==> src/rtl/lsu_mem_stage.sv <==
// Memory-access stage: latches an issued load/store, runs one word access on the
// data-memory port with a ready handshake and timeout, and returns load write-back.
//
// state  | meaning
// IDLE   | waiting for an issued load/store
// ACCESS | dm_cs asserted, waiting for dm_ready or timeout
// DONE   | one cycle: write-back pulse for loads
// ERR    | one cycle: misalign or mem_timeout pulse
module lsu_mem_stage #(
    parameter int ADDR_W  = 12,
    parameter int DATA_W  = 32,
    parameter int TIMEOUT = 15
) (
    input  logic              clk,
    input  logic              reset,
    input  logic              enable_mem,
    input  logic [5:0]        opcode,
    input  logic [7:0]        sub_opcode_8bit,
    input  logic [ADDR_W-1:0] mem_addr,
    input  logic [DATA_W-1:0] store_data,
    input  logic [4:0]        rd_index,
    output logic              dm_cs,
    output logic              dm_we,
    output logic [ADDR_W-3:0] dm_addr,
    output logic [DATA_W-1:0] dm_wdata,
    input  logic [DATA_W-1:0] dm_rdata,
    input  logic              dm_ready,
    output logic              busy,
    output logic [DATA_W-1:0] load_data,
    output logic              wb_enable,
    output logic [4:0]        wb_index,
    output logic              misalign,
    output logic              mem_timeout
);

    localparam logic [5:0] OP_LWI     = 6'b000010;
    localparam logic [5:0] OP_SWI     = 6'b001010;
    localparam logic [5:0] OP_TYPE_LS = 6'b011100;
    localparam logic [7:0] SUB_LW     = 8'b00000010;
    localparam logic [7:0] SUB_SW     = 8'b00001010;
    localparam logic [7:0] CNT_LAST   = 8'(TIMEOUT - 1);

    typedef enum logic [1:0] {IDLE, ACCESS, DONE, ERR} state_t;

    state_t            state, state_n;
    logic [7:0]        cnt;
    logic [ADDR_W-3:0] word_q;
    logic [DATA_W-1:0] wdata_q;
    logic [4:0]        rd_q;
    logic              load_q;
    logic              misalign_q;
    logic              is_load, is_store, accept;

    assign is_load  = (opcode == OP_LWI) ||
                      ((opcode == OP_TYPE_LS) && (sub_opcode_8bit == SUB_LW));
    assign is_store = (opcode == OP_SWI) ||
                      ((opcode == OP_TYPE_LS) && (sub_opcode_8bit == SUB_SW));
    assign accept   = (state == IDLE) && enable_mem && (is_load || is_store);

    always_ff @(posedge clk) begin
        if (reset) begin
            state      <= IDLE;
            cnt        <= '0;
            word_q     <= '0;
            wdata_q    <= '0;
            rd_q       <= '0;
            load_q     <= 1'b0;
            misalign_q <= 1'b0;
            load_data  <= '0;
        end else begin
            state <= state_n;
            if (accept) begin
                word_q     <= mem_addr[ADDR_W-1:2];
                wdata_q    <= store_data;
                rd_q       <= rd_index;
                load_q     <= is_load;
                misalign_q <= (mem_addr[1:0] != 2'b00);
                cnt        <= '0;
            end else if (state == ACCESS) begin
                if (dm_ready) begin
                    if (load_q)
                        load_data <= dm_rdata;
                end else begin
                    cnt <= cnt + 8'd1;
                end
            end
        end
    end

    always_comb begin
        state_n = state;
        case (state)
            IDLE:    if (accept) state_n = (mem_addr[1:0] != 2'b00) ? ERR : ACCESS;
            ACCESS: begin
                if (dm_ready)
                    state_n = DONE;
                else if (cnt == CNT_LAST)
                    state_n = ERR;
            end
            DONE:    state_n = IDLE;
            ERR:     state_n = IDLE;
            default: state_n = IDLE;
        endcase
    end

    // Address/data come straight from the latches so they are stable for the whole access.
    assign busy        = (state != IDLE);
    assign dm_cs       = (state == ACCESS);
    assign dm_we       = (state == ACCESS) && !load_q;
    assign dm_addr     = word_q;
    assign dm_wdata    = wdata_q;
    assign wb_enable   = (state == DONE) && load_q;
    assign wb_index    = ((state == DONE) && load_q) ? rd_q : 5'd0;
    assign misalign    = (state == ERR) && misalign_q;
    assign mem_timeout = (state == ERR) && !misalign_q;

endmodule
==> config.mk <==
export PLATFORM = sky130hd
export DESIGN_NAME = lsu_mem_stage
export DESIGN_NICKNAME = d
export VERILOG_FILES = /design/src/rtl/lsu_mem_stage.sv
export SDC_FILE = /design/constraint.sdc
export NUM_CORES = 1
export LEC_CHECK = 0
export ABC_AREA = 1
export CORE_UTILIZATION = 45
export CTS_CLUSTER_SIZE = 25
export DETAILED_ROUTE_END_ITERATION = 6
export GPL_TIMING_DRIVEN = 0
export PLACE_DENSITY_LB_ADDON = 0.2
export RECOVER_POWER = 25
export REMOVE_ABC_BUFFERS = 1
export SYNTH_ARGS = -nofsm -noshare
export SYNTH_HDL_FRONTEND = slang
export SYNTH_SLANG_ARGS = --single-unit
==> constraint.sdc <==
create_clock -name clk -period 2.5 [get_ports clk]
set_clock_uncertainty 0.2 [all_clocks]
set_input_delay 0.25 -clock clk [delete_from_list [all_inputs] [get_ports clk]]
set_output_delay 0.25 -clock clk [all_outputs]
set_load 0.03 [all_outputs]
==> flow_summary.yaml <==
placed_design:
  io_buffers: 183
  gp_congestion: 0.780
  dp_worst_setup_slack_ns: -0.453
  hpwl_um: 7380
detailed_routing:
  wl_met3_um: 816
  wl_met1_um: 4440
  ant_nets: 0
  avgViaCountPerCell: 4.98
  routed_wl_um: 10900
  drtIter0Drc: 155
  dr.max_layer_used: "met4"
  wl_met2_um: 5350
  drc: 0
  vias: 3965
  wl_per_cell_um: 13.7
  dr.pass1.iters: 4
sta:
  min_period_over_period: 0.921
  setup_viol: 0
  tns_ns: 0
  slew_headroom: 0.578
  max_slew.worst_pin.slew_ns: 0.633
  drv_slew: 0
  hold_violations: 0
  rsz0062_at_grt: "false"
  fmax_mhz: 434
  worst_slack_ns: 0.198
  min_period_ns: 2.30
floorplan:
  dieWidth_um: 95.9
  io_pins: 184
  start_util: 0.473
  row_count: 33
  die_height_um: 95.9
  coreArea_um2: 8380
  die_area_um2: 9200
clock_network:
  clock_path_buffers: 2
  ctsRootBufferMaster: "clkbuf_8"
  cts_hold_buffers: 0
  numCtsBuffers: 9
  path_clk_slew_ns: 0.09
  clk_latency_ns: 0.34
  h-tree-depth: 3
  cts_tree: "yes"
  cts_sinks: 91
setup_path:
  start_kind: "register"
  cp_max_fo: 6
  cp-end-kind: "output port"
  r2r_setup_slack_ns: 0.22
  arrival_ns: 1.85
  crit_type: "reg2out"
  worst_ep_required_time_ns: 2.05
hold_path:
  hold_path.class: "reg2reg"
final_layout:
  utilization: 0.719
  antenna_cells: 0
  final_cell_mix: "140 x clkdlybuf4s50_1, 134 x nor2_1, 91 x dfxtp_1"
  drive_above_1_share: 0.0637
  syn_to_final_growth_pct: 51.8
  layout_commonest_cell: "clkdlybuf4s50_1"
  nets: 789
  nFillCells: 686
run:
  maxCapViolCount: 0
yosys:
  synth.distinct_cells: 29
  synth-seq-cells: 91
  avgSynthCellArea_um2: 7.56
  netlist_area_um2: 3970
  syn_inst: 525
  seq_area_frac_synth: 0.459
  yosys_warnings: 0
pwr:
  power.leakage_nw: 2.43
  ir_drop_v: 0.000319
  power_density_nw_per_um2: 499
global_route:
  antenna_found_initial: 0
  grt_pass1_vias: 3579
  grt_usage: 0.234
  grt_max_degree: 57
  grt_pass1_wl_um: 16800
  grt_overflow_total: 0
status:
  status: "completed"
## cells in the mapped netlist
| master | count | area (um^2) |
|---|---|---|
| nand3_2 | 1 | 10.0 |
| buf_4 | 2 | 15.0 |
| nand3_1 | 6 | 30.0 |
| a21oi_1 | 42 | 210 |
| a21oi_2 | 10 | 87.6 |
| inv_2 | 3 | 11.3 |
| nand3b_1 | 48 | 360 |
| buf_1 | 2 | 7.51 |
| clkbuf_1 | 10 | 37.5 |
| nor3_1 | 2 | 10.0 |
| nand4_1 | 3 | 18.8 |
| xor2_1 | 4 | 35.0 |
| o21ai_0 | 26 | 130 |
| nor2_2 | 6 | 37.5 |
| ha_1 | 2 | 25.0 |
| o21ai_1 | 7 | 35.0 |
| inv_1 | 23 | 86.3 |
| dfxtp_1 | 91 | 1820 |
| buf_8 | 1 | 15.0 |
| buf_6 | 6 | 67.6 |
| nor2_1 | 134 | 503 |
| nor2_4 | 1 | 11.3 |
| nand2_1 | 75 | 282 |
| and3_1 | 1 | 6.26 |
| buf_2 | 14 | 70.1 |
| nand3_4 | 1 | 17.5 |
| o31ai_1 | 1 | 7.51 |
| nand2_2 | 2 | 12.5 |
| or2_2 | 1 | 6.26 |
## layout make-up
type                    count  area (um^2)  area share
multi-input cells         374         1850       0.308
flip-flops and latches     91         1820       0.302
clock buffers               9          124      0.0206
clock inverters             5          104      0.0172
inverters                  26         97.6      0.0162
repair buffers            186         1890       0.314
well taps                 105          131      0.0218
## layer usage
layer,up-vias,track usage
met3,21,0.0640
met2,137,0.407
li1,2005,-
met1,1802,0.275
met5,-,0
met4,0,0.0883
## power breakdown
group / internal, mW / leakage [nW] / switching, mW / total [mW]
Clock: 0.654 / 0.115 / 0.493 / 1.15
Sequential: 1.46 / 0.734 / 0.00872 / 1.47
Combinational: 0.214 / 1.58 / 0.177 / 0.391
Total: 2.33 / 2.43 / 0.680 / 3.01
## final timing paths
kind / startpoint / endpoint / cells after the start
max: state[0]$_SDFFE_PP0P_ / wb_index[2] / 4
min: load_data[31]$_SDFFE_PP0P_ / load_data[31]$_SDFFE_PP0P_ / 2
max reg2reg: state[1]$_SDFFE_PP0P_ / load_data[30]$_SDFFE_PP0P_ / 7
min reg2reg: load_data[31]$_SDFFE_PP0P_ / load_data[31]$_SDFFE_PP0P_ / 2
## cell families after synthesis
kind of cell    after synthesis  synth area share
flops                        91             0.459
buf+inv                      61            0.0782
xor+xnor                      4           0.00883
compound gates               86             0.119
fa+ha+maj                     2           0.00631
simple gates                281             0.329
## what timing repair did
action / 4_1_cts / 5_1_grt
gates resized for setup: 0 / 1
setup buffers: 0 / 0
cloned: 1 / 0
endpoints found under the setup margin: 7 / 40
## flip-flops by register name, summed over array words and instances (netlist names)
name / flops
state: 2
misalign_q: 1
load_q: 1
cnt: 8
rd_q: 5
dm_wdata: 32
load_data: 32
dm_addr: 10
## through the flow
step                      cells  total power, mW  hold slack, ns  area, um^2
after detailed placement    781             1.89           0.270        5780
after floorplan             490             1.67           0.199        3750
after global placement      778             1.87           0.246        5720
after CTS                   796             3.03           0.284        6020
final                       796             3.01           0.276        6020
after global routing        796             3.12           0.299        6020
## critical path, stage by stage, from the launching register on
cell             delay (ns)
dfxtp_1                0.37
inv_1                  0.11
nand3_1                0.20
nor2_1                 0.14
clkdlybuf4s50_1        0.69
Power figures use the tool's default switching activity.
